### src/rtl/rom_ctrl_pkg.sv
// ROM controller shared types.
// Sparse sweep FSM encodings, minimum Hamming distance 3.
package rom_ctrl_pkg;

  typedef enum logic [4:0] {
    StIdle     = 5'b00101,
    StReadKmac = 5'b11000,
    StReadTop  = 5'b01110,
    StDone     = 5'b10011
  } state_e;

  function automatic logic state_ok(
    input logic [4:0] s
  );
    return (s == StIdle) || (s == StReadKmac) ||
           (s == StReadTop) || (s == StDone);
  endfunction

endpackage

### src/rtl/prim_count.sv
// Hardened up-counter: a primary count plus an inverted shadow.
// Any disagreement between the two is reported on err_o.
module prim_count #(
  parameter int unsigned Width = 5
) (
  input  logic             clk_i,
  input  logic             rst_ni,
  input  logic             incr_en_i,
  output logic [Width-1:0] cnt_o,
  output logic             err_o
);

  logic [Width-1:0] cnt_q, cnt_d;
  logic [Width-1:0] inv_q, inv_d;

  assign cnt_d = cnt_q + Width'(1);
  assign inv_d = inv_q - Width'(1);

  always_ff @(posedge clk_i or negedge rst_ni) begin
    if (!rst_ni) begin
      cnt_q <= '0;
      inv_q <= '1;
    end else if (incr_en_i) begin
      cnt_q <= cnt_d;
      inv_q <= inv_d;
    end
  end

  assign cnt_o = cnt_q;
  assign err_o = (cnt_q != ~inv_q);

endmodule

### src/rtl/rom_ctrl_sweep.sv
// ROM sweep: streams data-region words to KMAC, then
// captures the top words as the expected digest.
module rom_ctrl_sweep
  import rom_ctrl_pkg::*;
#(
  parameter  int unsigned RomDepth    = 16,
  parameter  int unsigned DigestWords = 8,
  localparam int unsigned AW          = $clog2(RomDepth)
) (
  input  logic                      clk_i,
  input  logic                      rst_ni,
  input  logic                      start_i,
  output logic                      rom_req_o,
  output logic [AW-1:0]             rom_addr_o,
  input  logic [31:0]               rom_rdata_i,
  output logic                      kmac_valid_o,
  output logic [31:0]               kmac_data_o,
  output logic                      kmac_last_o,
  input  logic                      kmac_ready_i,
  output logic [DigestWords*32-1:0] exp_digest_o,
  output logic                      done_o,
  output logic                      cmp_start_o,
  output logic                      alert_o
);

  localparam int unsigned CW = AW + 1;
  localparam int unsigned DataWords = RomDepth - DigestWords;
  localparam logic [CW-1:0] LastData = CW'(DataWords - 1);
  localparam logic [CW-1:0] TopBase  = CW'(DataWords);
  localparam logic [CW-1:0] EndAddr  = CW'(RomDepth);
  localparam logic [CW-1:0] LastTop  = CW'(RomDepth - 1);

  logic [4:0]    state_q, state_d;
  logic [CW-1:0] addr_q;
  logic [CW-1:0] rd_addr;
  logic          cnt_err;
  logic          inflight_q;
  logic          buf_valid_q;
  logic          buf_last_q;
  logic [31:0]   buf_data_q;
  logic          cmp_start_q;
  logic [DigestWords*32-1:0] digest_q;

  logic st_ok, in_read, buf_free, req;
  logic kmac_hs, cap_kmac, cap_top, last_cap;

  assign st_ok   = state_ok(state_q);
  assign in_read = (state_q == StReadKmac) ||
                   (state_q == StReadTop);

  // A draining buffer counts as free so words flow every 2 cycles.
  assign buf_free = !buf_valid_q || kmac_ready_i;
  assign req = in_read && !inflight_q && buf_free &&
               (addr_q < EndAddr);

  assign kmac_hs  = kmac_valid_o && kmac_ready_i;
  assign rd_addr  = addr_q - CW'(1);
  assign cap_kmac = inflight_q && (state_q == StReadKmac);
  assign cap_top  = inflight_q && (state_q == StReadTop);
  assign last_cap = cap_top && (rd_addr == LastTop);

  prim_count #(
    .Width(CW)
  ) u_addr_cnt (
    .clk_i    (clk_i),
    .rst_ni   (rst_ni),
    .incr_en_i(req),
    .cnt_o    (addr_q),
    .err_o    (cnt_err)
  );

  always_comb begin
    state_d = state_q;
    case (state_q)
      StIdle:     if (start_i) state_d = StReadKmac;
      StReadKmac: if (kmac_hs && buf_last_q) state_d = StReadTop;
      StReadTop:  if (last_cap) state_d = StDone;
      StDone:     state_d = StDone;
      default:    state_d = state_q;
    endcase
  end

  always_ff @(posedge clk_i or negedge rst_ni) begin
    if (!rst_ni) begin
      state_q     <= StIdle;
      inflight_q  <= 1'b0;
      cmp_start_q <= 1'b0;
    end else begin
      state_q     <= state_d;
      inflight_q  <= req;
      cmp_start_q <= (state_q == StReadTop) && last_cap;
    end
  end

  always_ff @(posedge clk_i or negedge rst_ni) begin
    if (!rst_ni) begin
      buf_valid_q <= 1'b0;
      buf_last_q  <= 1'b0;
      buf_data_q  <= '0;
    end else if (cap_kmac) begin
      buf_valid_q <= 1'b1;
      buf_last_q  <= (rd_addr == LastData);
      buf_data_q  <= rom_rdata_i;
    end else if (kmac_hs) begin
      buf_valid_q <= 1'b0;
    end
  end

  always_ff @(posedge clk_i or negedge rst_ni) begin
    if (!rst_ni) begin
      digest_q <= '0;
    end else if (cap_top) begin
      for (int i = 0; i < DigestWords; i++) begin
        if (rd_addr == TopBase + CW'(i)) begin
          digest_q[i*32 +: 32] <= rom_rdata_i;
        end
      end
    end
  end

  assign rom_req_o    = req;
  assign rom_addr_o   = addr_q[AW-1:0];
  assign kmac_valid_o = buf_valid_q && st_ok;
  assign kmac_data_o  = buf_data_q;
  assign kmac_last_o  = buf_last_q;
  assign exp_digest_o = digest_q;
  assign done_o       = (state_q == StDone);
  assign cmp_start_o  = cmp_start_q && st_ok;

  assign alert_o = !st_ok ||
                   (start_i && (state_q != StIdle)) ||
                   cnt_err ||
                   ((state_q == StIdle) && (addr_q != '0)) ||
                   ((state_q == StDone) && (addr_q != EndAddr));

endmodule

### config.mk
export PLATFORM = sky130hd
export DESIGN_NAME = rom_ctrl_sweep
export DESIGN_NICKNAME = d
export VERILOG_FILES = /design/src/rtl/rom_ctrl_pkg.sv /design/src/rtl/prim_count.sv /design/src/rtl/rom_ctrl_sweep.sv
export SDC_FILE = /design/constraint.sdc
export NUM_CORES = 1
export LEC_CHECK = 0
export ABC_AREA = 1
export CORE_ASPECT_RATIO = 1.1
export CORE_MARGIN = 10
export CORE_UTILIZATION = 25
export CTS_CLUSTER_SIZE = 25
export DETAILED_ROUTE_END_ITERATION = 16
export PLACE_DENSITY_LB_ADDON = 0.1
export SLEW_MARGIN = 20
export SYNTH_ARGS = -nofsm -noshare
export SYNTH_HDL_FRONTEND = slang
export SYNTH_SLANG_ARGS = --single-unit
### constraint.sdc
create_clock -name clk_i -period 2.95 [get_ports clk_i]
set_input_delay 0.7375 -clock clk_i [delete_from_list [all_inputs] [get_ports clk_i]]
set_output_delay 0.7375 -clock clk_i [all_outputs]
set_load 0.01 [all_outputs]
==> key figures, run 1 <==
Status
  – Status: completed

STA
  – Final hold violation count: 0
  – Final period util: 93.42%
  – RSZ-0062 raised after global routing: no
  – Max Clock Skew: 0.01328 ns
  – Slew Limit Fails: 0
  – Measured slew at the worst slew-check pin: 0.8364 ns
  – Hold slack: 0.2013 ns
  – Setup tns final: 0 ns
  – Minimum clock period: 2.756 ns
  – Final setup violation count: 0
  – F_max: 362.9 MHz
  – Worst slew margin: 44.24%

Clock tree
  – Worst-path clk slew: 0.06 ns
  – CTS tree: built
  – CTS Buf Count: 37
  – H-tree Lvls: 2
  – Root buf cell: clkbuf_16
  – Bufs on Longest Clock Path: 3
  – Latest clock arrival within the worst-skew pair: 0.54 ns
  – Clk sinks: 307

Min path
  – Hold Crit Class: in -> async

Detailed routing
  – Routed len/inst: 19.69 um
  – DRT Wirelength: 41.72 mm
  – Vias per inst: 4.164
  – Vias: 8823
  – Iter 0 DRT Violations: 536
  – DRC: 0
  – Final ANT Viol Nets: 0
  – Pre-antenna DRT Iters: 4

Floorplan
  – Starting Density: 25.37%
  – Full die area: 56780 um^2
  – Die W: 228.1 um
  – Row cnt: 83
  – Num ports: 334
  – Die H: 248.9 um
  – Placeable Area: 46940 um^2

Critical path
  – Worst path arrival time: 2.02 ns
  – CP required: 2.21 ns
  – Crit path max fanout: 5
  – Setup crit end kind: output port
  – Startpoint Class: flip-flop
  – Setup Crit Path Kind: reg -> out

Synth
  – Post-Syn Nets: 1163
  – Ys Warns: 0
  – Netlist cell types: 30
  – Mapped cell area: 11910 um^2
  – Yosys reg bits: 307
  – Register area share after synthesis: 64.58%
  – Syn Inst Count: 1121
  – Syn_area_per_cell: 10.62 um^2

Final layout
  – Diodes inserted: 0
  – Number of filler cells placed in the layout: 4806
  – Nets: 1496
  – Share of cells above drive strength 1: 11.34%
  – Synth-to-Final Area Change: 43.37%

Global route
  – First-pass GRT wire length: 62.60 mm
  – Initial antenna violation count: 0
  – M1 GR Usage: 17.04%
  – Gr usage total: 14.46%
  – Grt peak-use layer: met2
  – GRT overflow: 0
  – Pin count of the biggest net entering global routing: 72
  – Number of global-route vias before repair: 8955
  – Met2 global-route usage: 24.08%
  – GR Util met3: 5.439%

Run
  – Max-cap violations: 0

Power
  – Sw Share: 22.04%
  – Power per cell area: 539.3 nW/um^2
  – Part of the power in the clock network: 51.6%
  – Comb pwr share: 2.7%
  – Leak Pwr: 8.127 nW
  – Pint: 0.007179 W
  – Switching power total: 0.002029 W
  – Worst VDD drop: 0.0003474 V
  – Sequential Power Share: 45.7%

Placed design
  – IO buf count: 333
  – HPWL Detailed: 29.04 mm
  – Gp weighted congestion: 0.7436
power groups by stage:
stage                     clock [W]  combinational [W]  sequential, W
after floorplan                   0          0.0000487        0.00429
after global placement            0           0.000265        0.00429
after detailed placement          0           0.000265        0.00429
after CTS                   0.00493           0.000266        0.00421
after global routing        0.00508           0.000282        0.00421
final                       0.00475           0.000249        0.00421
logic make-up (layout without fill, tap and decap cells):
| logic type | Yosys count | after routing | share of synthesized area [%] |
|---|---|---|---|
| flops | 307 | 307 | 64.58 |
| simple gates | 383 | 383 | 13.79 |
| fa+ha+maj | 6 | 6 | 0.6304 |
| buf+inv | 118 | 479 | 6.209 |
| compound gates | 296 | 296 | 13.97 |
| xor+xnor | 11 | 11 | 0.8090 |
placed cells by master (no fill, tap or decap), types with 14 or more instances in the layout:
cell / n
nand2_1: 326
clkdlybuf4s50_1: 328
o21ai_1: 209
dfrtp_1: 299
inv_1: 55
o21ai_0: 37
clkbuf_16: 39
buf_4: 14
nand3_1: 14
o21ai_2: 47
layout make-up:
cell class	count	area, um^2	area share (%)
clock buffer	56	1130	6.617
tap	637	797.0	4.668
timing repair buffer	356	3615	21.17
clock inverter	11	136.4	0.7988
sequential	307	7692	45.05
inverter	56	210.2	1.231
multi-input combinational	696	3493	20.46
synth_stat cells, drive strengths merged:
master / instances / share of area (%)
dfrtp: 300 / 63
nor4: 1 / 0.053
nor3b: 4 / 0.63
o21ai: 293 / 14
nor3: 1 / 0.042
inv: 56 / 1.8
clkbuf: 7 / 0.22
nand2: 340 / 11
dfstp: 7 / 1.5
a21oi: 2 / 0.12
o31ai: 1 / 0.063
nand3: 15 / 0.67
ha: 6 / 0.63
xor2: 6 / 0.44
nor2: 19 / 0.87
nand4: 3 / 0.16
buf: 55 / 4.2
xnor2: 5 / 0.37
worst max-delay path: stages, from the launching register on:
cell and delay (ns):
dfstp_2 0.56, nand3_1 0.10, nor2_2 0.15, buf_4 0.13, clkdlybuf4s50_1 0.54
state kept, by name (all words and copies together), names as in the netlist:
signal            count
exp_digest_o        256
kmac_data_o          32
state_q               5
u_addr_cnt.cnt_o      5
u_addr_cnt.inv_q      5
buf_valid_q           1
cmp_start_q           1
inflight_q            1
kmac_last_o           1
path summary, 6_finish.rpt:
path	from	endpoint	slack (ns)	depth (start not counted)
worst max register to register	u_addr_cnt.cnt_o[1]$_DFFE_PN0P_	exp_digest_o[124]$_DFFE_PN0P_	0.63	9
min in group clk_i	state_q[2]$_DFFE_PN1P_	state_q[2]$_DFFE_PN1P_	0.47	2
worst max-delay path	state_q[0]$_DFFE_PN1P_	done_o	0.19	4
worst min register to register	state_q[2]$_DFFE_PN1P_	state_q[2]$_DFFE_PN1P_	0.47	2
max in group asynchronous	rst_ni	exp_digest_o[231]$_DFFE_PN0P_	1.92	2
worst min-delay path	rst_ni	buf_valid_q$_DFFE_PN0P_	0.20	1
routing by layer:
metal  up-vias  routed length (um)
met5         -                   0
met4         0                 948
met3        54                3184
met2       219               20230
met1      4221               17360
li1       4329                   -
metrics by stage:
stage,setup WS [ns],power [W],instance area (um^2),std cells,util (%)
2_1_floorplan,0.8473,0.004338,11910,1121,-
3_3_place_gp,-0.01815,0.004553,15790,2050,33.64
3_5_place_dp,0.01832,0.004553,15790,2050,33.64
4_1_cts,0.04648,0.009410,17070,2118,36.36
5_1_grt,0.05881,0.009575,17070,2119,36.37
6_report,0.1942,0.009209,17070,2119,36.37
repair_timing:
action | 4_1_cts | 5_1_grt
gates cloned | 0 | 0
endpoints found under the setup margin | 4 | 1
pin swaps | 1 | 1
setup buffers | 1 | 1
hold buffers | 0 | 0
resized for setup | 7 | 3
Power figures use the tool's default switching activity.
==> run 2: changes to the inputs <==
- DONT_BUFFER_PORTS: default -> 1
==> key figures, run 2 (synthesis gave the netlist of run 1 again) <==
Clock tree
  – Worst-path clk slew: 0.06 ns (about the same)
  – Setup repair bufs after CTS: 0 (was 1)
  – Root buf cell: clkbuf_16 (unchanged)
  – Clk sinks: 307 (unchanged)
  – Latest clock arrival within the worst-skew pair: 0.54 ns (about the same)
  – CTS tree: built (unchanged)
  – CTS Buf Count: 37 (unchanged)
  – H-tree Lvls: 2 (unchanged)
  – Bufs on Longest Clock Path: 3 (unchanged)

Floorplan
  – Die H: 248.9 um (unchanged)
  – Placeable Area: 46940 um^2 (unchanged)
  – Die W: 228.1 um (unchanged)
  – Full die area: 56780 um^2 (unchanged)
  – Starting Density: 25.37% (unchanged)
  – Row cnt: 83 (unchanged)
  – Num ports: 334 (unchanged)

Power
  – Tot Pwr: 0.008761 W (was 0.009209 W)
  – Sequential Power Share: 48.1% (was 45.7%)
  – Part of the power in the clock network: 50.8% (was 51.6%)
  – Worst VDD drop: 0.0002870 V (was 0.0003474 V)
  – Leak Pwr: 6.531 nW (was 8.127 nW)
  – Comb pwr share: 1.1% (was 2.7%)
  – Switching power total: 0.001896 W (was 0.002029 W)
  – Sw Share: 21.64% (was 22.04%)
  – Pint: 0.006865 W (was 0.007179 W)
  – Power per cell area: 648.7 nW/um^2 (was 539.3 nW/um^2)

STA
  – Final worst slack: 0.1649 ns (was 0.1942 ns)
  – RSZ-0062 raised after global routing: yes (was no)
  – Worst slew margin: 42.25% (was 44.24%)
  – Final period util: 94.41% (was 93.42%)
  – F_max: 359.0 MHz (was 362.9 MHz)
  – Setup tns final: 0 ns (unchanged)
  – Max Clock Skew: 0.01511 ns (was 0.01328 ns)
  – Measured slew at the worst slew-check pin: 0.8663 ns (was 0.8364 ns)
  – Slew Limit Fails: 0 (unchanged)
  – Minimum clock period: 2.785 ns (was 2.756 ns)
  – Final setup violation count: 0 (unchanged)
  – Hold slack: -0.07054 ns (was 0.2013 ns)
  – Final hold violation count: 167 (was 0)

Global route
  – Pin count of the biggest net entering global routing: 308 (was 72)
  – Gr usage total: 13.62% (was 14.46%)
  – GRT overflow: 0 (unchanged)
  – Number of global-route vias before repair: 7538 (was 8955)
  – Initial antenna violation count: 0 (unchanged)
  – First-pass GRT wire length: 57.82 mm (was 62.60 mm)

Final layout
  – Synth-to-Final Area Change: 13.41% (was 43.37%)
  – Reg area: 7691 um^2 (was 7692 um^2)
  – Cell Count, Final, Fillers Out: 1769 (was 2119)
  – Diodes inserted: 0 (unchanged)
  – Number of filler cells placed in the layout: 4996 (was 4806)
  – Max reg flops: 256 (unchanged)
  – Most frequent cells in the layout: nand2_1 (325), dfrtp_1 (300), o21ai_1 (209), inv_1 (54), o21ai_2 (47) (was clkdlybuf4s50_1 (328), nand2_1 (326), dfrtp_1 (299), o21ai_1 (209), inv_1 (55))
  – Area of the multi-input gates: 3498 um^2 (was 3493 um^2)
  – Commonest non-fill, non-tap cell in the layout: nand2_1 (was clkdlybuf4s50_1)
  – Nets: 1151 (was 1496)
  – Share of cells above drive strength 1: 12.99% (was 11.34%)
  – Core Util, Final: 28.77% (was 36.37%)

Detailed routing
  – Routed len/inst: 22.32 um (was 19.69 um)
  – Iter 0 DRT Violations: 448 (was 536)
  – DRC: 0 (unchanged)
  – Final ANT Viol Nets: 0 (unchanged)
  – DRT Wirelength: 39.48 mm (was 41.72 mm)
  – Pre-antenna DRT Iters: 4 (unchanged)
  – Vias per inst: 4.241 (was 4.164)
  – Vias: 7503 (was 8823)

Placed design
  – HPWL Detailed: 26.89 mm (was 29.04 mm)
  – IO buf count: 0 (was 333)
  – Pre-CTS setup slack: 0.4848 ns (was 0.01832 ns)
  – Gp weighted congestion: 0.7327 (was 0.7436)
  – Placed cells: 1707 (was 2050)

Status
  – Failing checks: negative hold slack
  – Status: complete, but fails checks (was completed)

Critical path
  – Worst path arrival time: 2.05 ns (was 2.02 ns)
  – Worst R2R Start: u_addr_cnt.cnt_o[0]$_DFFE_PN0P_ (was u_addr_cnt.cnt_o[1]$_DFFE_PN0P_)
  – CP peak stage delay: 0.54 ns (was 0.56 ns)
  – Crit path max fanout: 3 (was 5)
  – CP max-delay cell: dfstp_2 (unchanged)
  – CP required: 2.21 ns (about the same)
  – Startpoint Class: flip-flop (unchanged)
  – Worst Setup SP: state_q[2]$_DFFE_PN1P_ (was state_q[0]$_DFFE_PN1P_)
  – Worst-path cell chain: nand2_1 -> nor2_1 -> nor2_1 -> nand2_1 -> inv_1 -> a21oi_1 -> nand4_1 (was nand3_1 -> nor2_2 -> buf_4 -> clkdlybuf4s50_1)
  – Setup crit end kind: output port (unchanged)
  – Setup Crit Path Kind: reg -> out (unchanged)

Run
  – Max-cap violations: 0 (unchanged)

Min path
  – Hold Crit Class: in -> async (unchanged)
==> run 2: power groups by stage <==
stage,Combinational (W),Clock [W],Sequential [W]
final,0.0000966,0.00445,0.00421
after global routing,0.000109,0.00481,0.00421
after CTS,0.000106,0.00464,0.00421
after detailed placement,0.000105,0,0.00429
after global placement,0.000106,0,0.00429
after floorplan,0.0000487,0,0.00429
==> run 2: worst paths after layout <==
path	depth (start not counted)	slack, ns	endpoint
min in group clk_i	3	0.36	buf_valid_q$_DFFE_PN0P_
max reg2reg	9	0.57	exp_digest_o[9]$_DFFE_PN0P_
min reg2reg	2	0.47	state_q[2]$_DFFE_PN1P_
max	7	0.16	alert_o
max in group asynchronous	0	2.57	exp_digest_o[173]$_DFFE_PN0P_
min	0	-0.07	buf_valid_q$_DFFE_PN0P_
==> run 2: worst max-delay path, delay by kind of cell, from the launching register on <==
kind	cells	cell delay [ns]
simple gates	5	0.75
buf+inv	1	0.09
flops	1	0.54
compound gates	1	0.15
==> run 2: cell type report <==
class | count | share of cell area, %
flip-flops and latches | 307 | 56.95
multi-input cells | 696 | 25.90
clock buffers | 55 | 8.116
well taps | 637 | 5.901
inverters | 56 | 1.556
repair buffers | 11 | 1.075
clock inverters | 7 | 0.5003
==> run 2: timing repair <==
action	CTS	global route
endpoints found under the setup margin	1	2
pin swaps	0	1
gates resized for setup	2	3
endpoints found under the hold margin	300	300
==> run 2: routing by layer <==
metal	share of wire [%]	GRT usage, %	vias to the layer above
met5	0	0	-
met4	1.7	3.532	0
met3	10	6.645	35
met2	49	22.73	226
met1	39	15.26	3597
li1	-	-	3645
==> run 2: per-stage QoR <==
stage               hold WS, ns  area (um^2)
finish                 -0.07054        13510
global route            -0.1367        13510
CTS                     -0.1370        13500
detailed placement       0.4598        12330
global placement         0.4572        12330
floorplan                0.4419        11910
==> run 3: changes to the inputs <==
- CORE_MARGIN: 10 -> 3
- clock period: 2.95 -> 2.96 ns (I/O delays scaled with it)
==> key figures, run 3 (synthesis gave the netlist of run 1 again) <==
Detailed routing
  – Pre-antenna DRT Iters: 6 (was 4)
  – Vias: 7425 (was 7503)
  – DRT Wirelength: 37.17 mm (was 39.48 mm)
  – Final ANT Viol Nets: 0 (unchanged)
  – Iter 0 DRT Violations: 386 (was 448)
  – Vias per inst: 4.197 (was 4.241)
  – Routed len/inst: 21.01 um (was 22.32 um)
  – DRC: 0 (unchanged)

Global route
  – First-pass GRT wire length: 55.47 mm (was 57.82 mm)
  – Initial antenna violation count: 0 (unchanged)
  – Number of global-route vias before repair: 7502 (was 7538)
  – Gr usage total: 14.57% (was 13.62%)
  – Pin count of the biggest net entering global routing: 308 (unchanged)
  – GRT overflow: 0 (unchanged)

Final layout
  – Share of cells above drive strength 1: 13.07% (was 12.99%)
  – Commonest non-fill, non-tap cell in the layout: nand2_1 (unchanged)
  – Nets: 1150 (was 1151)
  – Max reg flops: 256 (unchanged)
  – Most frequent cells in the layout: nand2_1 (326), dfrtp_1 (300), o21ai_1 (209), inv_1 (55), o21ai_2 (47) (was nand2_1 (325), dfrtp_1 (300), o21ai_1 (209), inv_1 (54), o21ai_2 (47))
  – Number of filler cells placed in the layout: 4939 (was 4996)
  – Synth-to-Final Area Change: 13.56% (was 13.41%)
  – Core Util, Final: 28.88% (was 28.77%)
  – Cell Count, Final, Fillers Out: 1769 (unchanged)
  – Diodes inserted: 0 (unchanged)

Floorplan
  – Row cnt: 83 (unchanged)
  – Starting Density: 25.43% (was 25.37%)
  – Full die area: 50290 um^2 (was 56780 um^2)
  – Die W: 214.1 um (was 228.1 um)
  – Num ports: 334 (unchanged)
  – Placeable Area: 46840 um^2 (was 46940 um^2)
  – Die H: 234.9 um (was 248.9 um)

Clock tree
  – Root buf cell: clkbuf_16 (unchanged)
  – Latest clock arrival within the worst-skew pair: 0.54 ns (about the same)
  – Bufs on Longest Clock Path: 3 (unchanged)
  – CTS tree: built (unchanged)
  – H-tree Lvls: 2 (unchanged)
  – CTS Buf Count: 37 (unchanged)
  – Worst-path clk slew: 0.06 ns (about the same)
  – Clk sinks: 307 (unchanged)

Critical path
  – Worst-path cell chain: xnor2_1 -> nor4_1 -> nand4_1 (was nand2_1 -> nor2_1 -> nor2_1 -> nand2_1 -> inv_1 -> a21oi_1 -> nand4_1)
  – Setup Crit Path Kind: reg -> out (unchanged)
  – Crit path max fanout: 7 (was 3)
  – R2r setup slk: 0.58 ns (was 0.57 ns)
  – CP peak stage delay: 0.64 ns (was 0.54 ns)
  – Worst R2R Start: u_addr_cnt.cnt_o[0]$_DFFE_PN0P_ (unchanged)
  – Setup crit end kind: output port (unchanged)
  – Delay-heaviest family, CP: simple AND/OR/NAND/NOR gates (unchanged)
  – CP max-delay cell: dfrtp_1 (was dfstp_2)
  – CP required: 2.22 ns (was 2.21 ns)
  – Startpoint Class: flip-flop (unchanged)
  – Worst path arrival time: 2.01 ns (was 2.05 ns)
  – Worst r2r path cells: 9 (unchanged)
  – Reg2reg end: exp_digest_o[141]$_DFFE_PN0P_ (was exp_digest_o[9]$_DFFE_PN0P_)
  – Worst path buffer plus inverter count: 0 (was 1)

STA
  – Final hold violation count: 26 (was 167)
  – F_max: 363.3 MHz
  – Setup tns final: 0 ns (unchanged)
  – RSZ-0062 raised after global routing: no (was yes)
  – Max Clock Skew: 0.02500 ns (was 0.01511 ns)
  – Hold slack: -0.07711 ns (was -0.07054 ns)
  – Minimum clock period: 2.752 ns
  – Final setup violation count: 0 (unchanged)
  – Final worst slack: 0.2076 ns (was 0.1649 ns)
  – Final period util: 92.99%
  – Worst slew margin: -3.393% (was 42.25%)
  – Slew Limit Fails: 52 (was 0)
  – Measured slew at the worst slew-check pin: 1.551 ns (was 0.8663 ns)

Placed design
  – Placed cells: 1706 (was 1707)
  – HPWL Detailed: 24.59 mm (was 26.89 mm)
  – IO buf count: 0 (unchanged)
  – Gp weighted congestion: 0.7042 (was 0.7327)
  – Pre-CTS setup slack: 0.5346 ns (was 0.4848 ns)

Run
  – Max-cap violations: 0 (unchanged)

Power
  – Power per cell area: 656.2 nW/um^2 (was 648.7 nW/um^2)
  – Leak Pwr: 6.546 nW (was 6.531 nW)
  – Worst VDD drop: 0.0003681 V (was 0.0002870 V)

Min path
  – Hold Crit Class: in -> async (unchanged)

Status
  – Status: complete, but fails checks (unchanged)
  – Failing checks: negative hold slack, max-slew violations (was negative hold slack)
==> run 3: changes by cell type in the layout (fill, tap and decap cells not counted), sizes merged <==
cell      previous run  this run
buf                 11        10
bufinv               1         3
clkbuf              55        50
clkinv               5         8
clkinvlp             0         2
inv                 57        56
==> run 3: power by group <==
group          switching [W]  total [W]  internal (W)  leakage, nW
sequential                 0    0.00420       0.00420         2.74
clock                0.00182    0.00458       0.00276        0.595
combinational      0.0000925  0.0000967    0.00000425         3.21
total                0.00191    0.00887       0.00696         6.55
==> run 3: what timing repair did <==
item,in CTS,in global routing
endpoints found under the setup margin,0,4
gates resized for setup,0,1
hold endpoints to repair,300,300
buffers inserted,0,0
==> run 3: routing by layer <==
layer,vias to the layer above,GRT usage (%),part of all wire [%]
met4,0,4.033,2.1
met5,-,0,0
met3,41,6.428,9.4
met1,3549,17.08,40
met2,205,24.34,48
li1,3630,-,-
==> run 3: area by class of cell <==
type	instances	area, um^2	share of cell area (%)
inverter	56	210.2	1.554
clock inverter	13	156.4	1.156
clock buffer	50	1056	7.808
sequential	307	7691	56.87
multi-input combinational	696	3488	25.79
timing repair buffer	10	125.1	0.9252
tap	637	797.0	5.893
==> run 3: worst max path at each step <==
stage	from	endpoint	slack [ns]	cells past startpoint
3_5_place_dp	u_addr_cnt.cnt_o[0]$_DFFE_PN0P_	exp_digest_o[50]$_DFFE_PN0P_	0.53	9
5_1_grt	state_q[2]$_DFFE_PN1P_	alert_o	0.009	7
3_3_place_gp	u_addr_cnt.cnt_o[0]$_DFFE_PN0P_	exp_digest_o[119]$_DFFE_PN0P_	0.61	9
4_1_cts	state_q[1]$_DFFE_PN0P_	alert_o	0.08	8
6_report	u_addr_cnt.cnt_o[3]$_DFFE_PN0P_	alert_o	0.21	3
2_1_floorplan	state_q[2]$_DFFE_PN1P_	rom_req_o	0.85	6
==> run 3: per-stage QoR <==
| stage | cell area, um^2 | power [W] |
|---|---|---|
| 2_1_floorplan | 11910 | 0.004323 |
| 3_3_place_gp | 12310 | 0.004378 |
| 3_5_place_dp | 12310 | 0.004378 |
| 4_1_cts | 13520 | 0.009073 |
| 5_1_grt | 13520 | 0.009217 |
| 6_report | 13520 | 0.008874 |
